===== src/rtl/fifo_pkg.sv =====
// Shared definitions for the banked single-port-RAM FIFO and its read-side drain.
package fifo_pkg;

  localparam int unsigned MAX_RD_LATENCY  = 2;
  localparam int unsigned FIFO_WORD_WIDTH = 8;

  typedef logic [FIFO_WORD_WIDTH-1:0] fifo_word_t;

  // Bits needed to hold the value n, i.e. ceil(log2(n+1)); never less than 1.
  function automatic int unsigned clog2_p1(input int unsigned n);
    int unsigned w;
    w = 1;
    for (int unsigned i = 0; i < 32; i++) begin
      if ((n >> i) != 0) w = i + 1;
    end
    return w;
  endfunction

endpackage


===== src/rtl/fifo_pop_stream_skid_ring.sv =====
// Circular skid buffer with explicit pointer wrap and a one-cycle synchronous clear.
module skid_ring
  import fifo_pkg::*;
#(
  parameter int unsigned DATA_WIDTH = 8,
  parameter int unsigned DEPTH      = 2,
  parameter int unsigned CNT_WIDTH  = clog2_p1(DEPTH)
) (
  input  logic                  clk_i,
  input  logic                  rst_i,
  input  logic                  clear_i,
  input  logic                  push_i,
  input  logic [DATA_WIDTH-1:0] push_data_i,
  input  logic                  pop_i,
  output logic [DATA_WIDTH-1:0] head_data_o,
  output logic [CNT_WIDTH-1:0]  occupancy_o
);

  localparam int unsigned            PTR_WIDTH = (DEPTH > 1) ? $clog2(DEPTH) : 1;
  localparam logic [PTR_WIDTH-1:0]   LAST_PTR  = PTR_WIDTH'(DEPTH - 1);

  logic [DATA_WIDTH-1:0] mem_q [DEPTH];
  logic [PTR_WIDTH-1:0]  head_q, head_d;
  logic [PTR_WIDTH-1:0]  tail_q, tail_d;
  logic [CNT_WIDTH-1:0]  occ_q, occ_d;
  logic                  wr_en;

  // Compare-and-clear so that non-power-of-two depths wrap at DEPTH.
  function automatic logic [PTR_WIDTH-1:0] ptr_inc(input logic [PTR_WIDTH-1:0] p);
    return (p == LAST_PTR) ? '0 : p + PTR_WIDTH'(1);
  endfunction

  assign wr_en = push_i && !clear_i;

  always_comb begin
    head_d = head_q;
    tail_d = tail_q;
    occ_d  = occ_q;
    if (clear_i) begin
      head_d = '0;
      tail_d = '0;
      occ_d  = '0;
    end else begin
      if (push_i) tail_d = ptr_inc(tail_q);
      if (pop_i)  head_d = ptr_inc(head_q);
      case ({push_i, pop_i})
        2'b10:   occ_d = occ_q + CNT_WIDTH'(1);
        2'b01:   occ_d = occ_q - CNT_WIDTH'(1);
        default: occ_d = occ_q;
      endcase
    end
  end

  always_ff @(posedge clk_i or posedge rst_i) begin
    if (rst_i) begin
      head_q <= '0;
      tail_q <= '0;
      occ_q  <= '0;
    end else begin
      head_q <= head_d;
      tail_q <= tail_d;
      occ_q  <= occ_d;
    end
  end

  always_ff @(posedge clk_i or posedge rst_i) begin
    if (rst_i) begin
      mem_q <= '{default: '0};
    end else if (wr_en) begin
      mem_q[tail_q] <= push_data_i;
    end
  end

  assign head_data_o = mem_q[head_q];
  assign occupancy_o = occ_q;

endmodule


===== src/rtl/fifo_pop_stream.sv =====
// Read-side drain engine: pops the FIFO, tracks in-flight reads, and streams the
// returned words out of a skid buffer with flush support.
module fifo_pop_stream
  import fifo_pkg::*;
#(
  parameter int unsigned DATA_WIDTH = 8,
  parameter int unsigned RD_LATENCY = 1,
  parameter int unsigned SKID_DEPTH = RD_LATENCY + 1,
  parameter int unsigned CNT_WIDTH  = clog2_p1(SKID_DEPTH)
) (
  input  logic                  clk,
  input  logic                  rst,
  output logic                  fifo_ren,
  input  logic [DATA_WIDTH-1:0] fifo_rdata,
  input  logic                  fifo_empty,
  output logic                  m_valid,
  output logic [DATA_WIDTH-1:0] m_data,
  input  logic                  m_ready,
  input  logic                  flush,
  output logic [CNT_WIDTH-1:0]  occupancy,
  output logic                  busy
);

  if (RD_LATENCY < 1 || RD_LATENCY > MAX_RD_LATENCY || SKID_DEPTH < RD_LATENCY + 1)
  begin : g_bad_cfg
    $error("fifo_pop_stream: unsupported RD_LATENCY/SKID_DEPTH combination");
  end

  logic                  run_q;
  logic [RD_LATENCY-1:0] vld_q, vld_d;
  logic [CNT_WIDTH-1:0]  discard_q, discard_d;
  logic [CNT_WIDTH-1:0]  inflight;
  logic [CNT_WIDTH:0]    committed;
  logic                  budget_ok;
  logic                  pop_out;
  logic                  ret_exit;
  logic                  ret_push;

  // Holds pops off until the first edge after reset release.
  always_ff @(posedge clk or posedge rst) begin
    if (rst) run_q <= 1'b0;
    else     run_q <= 1'b1;
  end

  assign pop_out   = m_valid && m_ready;
  assign inflight  = CNT_WIDTH'($countones(vld_q));
  assign committed = {1'b0, occupancy} + {1'b0, inflight};
  assign budget_ok = committed < (CNT_WIDTH + 1)'(SKID_DEPTH);
  assign fifo_ren  = run_q && !fifo_empty && !flush && (budget_ok || pop_out);

  if (RD_LATENCY > 1) begin : g_shift
    assign vld_d = {vld_q[RD_LATENCY-2:0], fifo_ren};
  end else begin : g_single
    assign vld_d = fifo_ren;
  end

  assign ret_exit = vld_q[RD_LATENCY-1];
  assign ret_push = ret_exit && (discard_q == '0);

  // On flush the counter takes every in-flight stage; the stage leaving on the
  // flush edge itself is absorbed by the ring clear, so it is retired at once.
  always_comb begin
    discard_d = discard_q;
    if (flush) begin
      discard_d = inflight - CNT_WIDTH'(ret_exit);
    end else if (ret_exit && (discard_q != '0)) begin
      discard_d = discard_q - CNT_WIDTH'(1);
    end
  end

  always_ff @(posedge clk or posedge rst) begin
    if (rst) begin
      vld_q     <= '0;
      discard_q <= '0;
    end else begin
      vld_q     <= vld_d;
      discard_q <= discard_d;
    end
  end

  skid_ring #(
    .DATA_WIDTH (DATA_WIDTH),
    .DEPTH      (SKID_DEPTH),
    .CNT_WIDTH  (CNT_WIDTH)
  ) u_ring (
    .clk_i       (clk),
    .rst_i       (rst),
    .clear_i     (flush),
    .push_i      (ret_push),
    .push_data_i (fifo_rdata),
    .pop_i       (pop_out),
    .head_data_o (m_data),
    .occupancy_o (occupancy)
  );

  assign m_valid = (occupancy != '0);
  assign busy    = (inflight != '0) || (occupancy != '0) || (discard_q != '0);

endmodule

===== config.mk =====
export PLATFORM = sky130hd
export DESIGN_NAME = fifo_pop_stream
export DESIGN_NICKNAME = d
export VERILOG_FILES = /design/src/rtl/fifo_pkg.sv /design/src/rtl/fifo_pop_stream_skid_ring.sv /design/src/rtl/fifo_pop_stream.sv
export SDC_FILE = /design/constraint.sdc
export NUM_CORES = 1
export LEC_CHECK = 0
export CORE_MARGIN = 4
export CORE_UTILIZATION = 50
export CTS_BUF_LIST = sky130_fd_sc_hd__clkbuf_4 sky130_fd_sc_hd__clkbuf_8
export CTS_CLUSTER_DIAMETER = 80
export DETAILED_ROUTE_END_ITERATION = 6
export DONT_BUFFER_PORTS = 1
export SYNTH_ARGS = -nofsm -noshare
export SYNTH_HDL_FRONTEND = slang
export SYNTH_SLANG_ARGS = --single-unit

===== constraint.sdc =====
create_clock -name clk -period 4.58 [get_ports clk]
set_input_delay 0.916 -clock clk [delete_from_list [all_inputs] [get_ports clk]]
set_output_delay 0.916 -clock clk [all_outputs]
set_load 0.005 [all_outputs]

==> flow_summary.json, run 1 <==
{
  "cp_max_fo": 6,
  "rsz0062_at_grt": "no",
  "cp.arrival_ps": 1550,
  "cts_buffer_depth": 2,
  "vdd_drop_max_mv": 0.232,
  "cts_max_level": 1,
  "fin_nets": 101,
  "crit-reg2reg-capture": "u_ring.mem_q[12]",
  "leakage_nw": 0.517,
  "cp-startpoint": "discard_q[0]",
  "tightest_slew_ps": 868,
  "synth_cell_type_count": 24,
  "routed_wirelength_um": 1740,
  "cts_resized": 0,
  "syn_to_final_growth_pct": 5.56,
  "status": "completed",
  "syn_nets": 98,
  "required_ps": 3660,
  "cp-start-kind": "flop",
  "grt_remaining_overflow": 0,
  "yosysTopAreaCell": "dfrtp_1",
  "syn_inst": 84,
  "synthTopCellsByArea": "dfrtp_1, mux2_2, nor2_1, inv_1, xor2_1",
  "antenna_cells": 0,
  "core_area_mm2": 0.00202,
  "slew_violations": 0,
  "clock.fmax_mhz": 405,
  "die_w_um": 55.0,
  "timing.final.crit_period_ps": 2470,
  "min_path_type": "reg2reg",
  "initial_core_util_pct": 54.6,
  "drt_iter0_drc": 3,
  "tns_ps": 0,
  "postCtsHoldBufs": 0,
  "hold_violations": 0,
  "cts_inserted_buffers": 3,
  "fp.dieArea_mm2": 0.00302,
  "crit_type": "reg2out",
  "cts_tree": "done",
  "powerDensity_mw_per_mm2": 370,
  "dr.pass1.iters": 2,
  "dr_total_vias": 625,
  "clock_sinks": 24,
  "grt_usage_pct": 14.0,
  "grt_max_degree": 25,
  "port_buffers": 0,
  "dpl.hpwl_um": 1250,
  "clockRootBuffer": "clkbuf_4",
  "crit_end": "busy",
  "r2r_cells": 5,
  "row_count": 16,
  "yosysSeqAreaShare_pct": 54.4,
  "rr_startpoint": "discard_q[0]",
  "clk_pin_slew_ps": 130,
  "die_y_um": 55.0,
  "mostFrequentLayoutCell": "mux2_2",
  "drive_gt1_share_pct": 38.4,
  "final_cell_mix": "mux2_2, dfrtp_1, nor2_1",
  "cts_setup_buffers": 0,
  "clock_latency_ps": 310,
  "fin_crit_sh_pct": 53.9,
  "ant_nets": 0,
  "maxCapViolCount": 0,
  "yosys_warnings": 0,
  "via_per_inst": 5.53,
  "grt_pass1_wl_um": 2820,
  "clock-skew-final_ps": 5.35,
  "fin_total_pwr_mw": 0.431,
  "io_pins": 26,
  "avgRoutedWirePerCell_um": 15.4,
  "end_kind": "primary output",
  "drc": 0,
  "antenna_found_initial": 0,
  "synth_top_cell_area_share_pct": 54.4,
  "postSynthAreaPerCell_um2": 13.1,
  "ys_seq_elements": 24,
  "grt_pass1_vias": 643,
  "place_congestion": 0.691,
  "rrSetupSlack_ps": 2830,
  "maxSlewHeadroom_pct": 42.1,
  "setup_violations": 0,
  "synth_area_mm2": 0.00110
}
through the flow:
step,hold slack (ps),util (%),worst slack (ps),cell area [µm²],std cells
final,518,57.6,2110,1160,113
after global routing,533,57.6,2040,1160,113
after CTS,517,57.6,2090,1160,113
after detailed placement,488,55.8,2270,1130,109
after global placement,483,55.8,2300,1130,109
after floorplan,474,-,2180,1100,84
metal layers:
layer,routed length [µm],GRT usage [%]
met3,149,5.09
met4,35,8.50
met5,0,0
met1,787,17.6
met2,768,20.3
critical path, cell delays in order (launching register included):
cell and delay (ps):
dfrtp_1 410, inv_1 60, ha_1 280, or3b_2 490
Yosys cell counts, drive strengths merged:
master,instances
a211oi,1
buf,1
mux2,25
ha,1
and4b,1
or3b,1
o21a,1
conb,1
nand4b,1
a31oi,1
nor2b,1
nor3,1
xnor2,1
inv,5
nand3b,1
a21oi,3
dfrtp,24
o21ai,2
nor2,6
nand2,2
xor2,2
nor4b,1
clkbuf,1
cell type report:
class	count	area [µm²]
Inverter	5	18.8
Clock buffer	4	36.3
Sequential cell	24	601
Tap cell	27	33.8
Fill cell	178	857
Multi-Input combinational cell	53	475
where the power goes:
group / internal [mW] / total [mW] / switching, mW / leakage (nW)
Clock: 0.0486 / 0.110 / 0.0614 / 0.0210
Sequential: 0.242 / 0.258 / 0.0159 / 0.311
Combinational: 0.0391 / 0.0632 / 0.0241 / 0.185
Total: 0.330 / 0.431 / 0.101 / 0.517
sequential cells by signal, summed over array words and instances (netlist names):
name and cells:
discard_q 2, ret_exit 1, run_q 1, u_ring.head_q 1
u_ring.mem_q 16, u_ring.occupancy_o 2, u_ring.tail_q 1
how the worst min path moves through the flow:
stage | from | end | slack (ps) | depth (start not counted)
after floorplan | u_ring.mem_q[0] | u_ring.mem_q[0] | 470 | 1
after CTS | u_ring.mem_q[0] | u_ring.mem_q[0] | 520 | 1
after global placement | u_ring.mem_q[3] | u_ring.mem_q[3] | 480 | 1
after global routing | u_ring.mem_q[0] | u_ring.mem_q[0] | 530 | 1
final | u_ring.mem_q[0] | u_ring.mem_q[0] | 520 | 1
after detailed placement | u_ring.mem_q[0] | u_ring.mem_q[0] | 490 | 1
cell families after synthesis:
group	after synthesis	share of synthesized area, %
other cells	1	0.340
fa+ha+maj	1	1.13
simple gates	15	9.52
buf+inv	7	2.49
mux	25	25.5
compound gates	8	4.20
flops	24	54.4
xor+xnor	3	2.38
Power figures use the tool's default switching activity.
==> run 2, diff against run 1 <==
- PLACE_DENSITY: unset -> 0.68
- clock period: 4.58 -> 2.2 ns (I/O delays scaled with it)
==> run 2 against run 1 <==
Effect of this change: design area is 0.54% lower; die area stayed put; total power is 100% higher; clock skew hardly changed; clock power is 74% higher; critical endpoint unchanged; setup slack worse by 1900 ps; utilization is 0.31 points lower; register-to-register slack worse by 2300 ps; count of clock-buffer cells in the layout is 1 lower; flip-flop and latch count stayed put; worst hold slack worse by 490 ps; critical path depth stayed put.
==> flow_summary.json, run 2 (same netlist as run 1, synthesis figures left out) <==
{
  "status": "completed",
  "setup_violations": 0,
  "mostFrequentLayoutCell": "mux2_2",
  "ant_nets": 0,
  "clk_pin_slew_ps": 130,
  "fp.dieArea_mm2": 0.00302,
  "hold_violations": 0,
  "fin_nets": 102,
  "clock.fmax_mhz": 510,
  "clock_sinks": 24,
  "rrSetupSlack_ps": 510,
  "cp-start-kind": "flop",
  "slew_violations": 0,
  "tns_ps": 0,
  "port_buffers": 0,
  "vdd_drop_max_mv": 0.345,
  "final_cell_mix": "mux2_2, dfrtp_1, nor2_1",
  "cp.arrival_ps": 1520,
  "clock_latency_ps": 310,
  "row_count": 16,
  "leakage_nw": 0.514,
  "rsz0062_at_grt": "no",
  "largest-register": "u_ring.mem_q",
  "cts_tree": "done",
  "cts_buffer_depth": 2,
  "die_y_um": 55.0,
  "avgRoutedWirePerCell_um": 16.7,
  "min_path_type": "in2async",
  "antenna_cells": 0,
  "cp_max_fo": 6,
  "drt-met1-wl_um": 863,
  "r2r_cells": 5,
  "place_congestion": 0.663,
  "cts_resized": 0,
  "cts_inserted_buffers": 3,
  "grt_remaining_overflow": 0,
  "timing.final.crit_period_ps": 1960,
  "via_per_inst": 5.48,
  "clockRootBuffer": "clkbuf_4",
  "io_pins": 26,
  "final_cell_area_mm2": 0.00116,
  "initial_core_util_pct": 54.6,
  "crit_type": "reg2out",
  "wl_met2_um": 862,
  "core_area_mm2": 0.00202,
  "postCtsHoldBufs": 0,
  "clock-skew-final_ps": 5.17,
  "powerDensity_mw_per_mm2": 746,
  "cts_setup_buffers": 0,
  "placed_cell_area_mm2": 0.00114,
  "top_layer_used": "met4",
  "required_ps": 1760,
  "drc": 0,
  "syn_to_final_growth_pct": 4.99,
  "routed_wirelength_um": 1890,
  "fin_crit_sh_pct": 89.2,
  "grt_max_degree": 25,
  "cts_max_level": 1,
  "dpl.hpwl_um": 1380,
  "antenna_found_initial": 0,
  "dr_total_vias": 619,
  "largest_register_ffs": 16,
  "cp-startpoint": "discard_q[0]",
  "met3_length_um": 133,
  "die_w_um": 55.0,
  "grt_usage_pct": 15.2,
  "drive_gt1_share_pct": 38.4,
  "drt_iter0_drc": 5,
  "rr_startpoint": "discard_q[0]",
  "end_kind": "primary output",
  "grt_pass1_vias": 681,
  "dr.pass1.iters": 4,
  "maxCapViolCount": 0,
  "grt_pass1_wl_um": 3150
}
## run 2: cell type report
type                       count  area, µm²
fill                         181        863
sequential                    24        601
multi-input combinational     53        475
tap                           27       33.8
clock buffer                   3       22.5
inverter                       5       18.8
timing repair buffer           1       7.51
## run 2: power by group
group	internal [mW]	leakage, nW	switching [mW]
Sequential	0.504	0.311	0.0365
Clock	0.0640	0.0138	0.127
Combinational	0.0825	0.189	0.0504
Total	0.650	0.514	0.214
## run 2: final timing paths
path | to
setup / recovery | busy
hold / removal | u_ring.mem_q[6]
setup reg to reg | u_ring.mem_q[9]
hold reg to reg | u_ring.mem_q[7]
max in group asynchronous | u_ring.mem_q[0]
min in group clk | u_ring.tail_q
## run 2: per-stage QoR
| step | instances | util, % | worst slack (ps) | hold WS (ps) | power (mW) |
|---|---|---|---|---|---|
| 6_report | 113 | 57.3 | 239 | 32.8 | 0.865 |
| 2_1_floorplan | 84 | - | 641 | 455 | 0.657 |
| 3_5_place_dp | 110 | 56.2 | 499 | 395 | 0.686 |
| 4_1_cts | 113 | 57.3 | 217 | 37.3 | 0.876 |
| 5_1_grt | 113 | 57.3 | 154 | 50.7 | 0.908 |
| 3_3_place_gp | 110 | 56.2 | 559 | 393 | 0.677 |
## run 2: routing by layer
metal,vias to the layer above,track usage [%]
met2,18,22.8
met1,302,19.8
li1,295,-
met4,0,8.50
met5,-,0
met3,4,4.02
## run 2: worst max-delay path: stages (launching register included)
cell and delay [ps]:
dfrtp_1 410, inv_1 60, ha_1 260, or3b_2 490
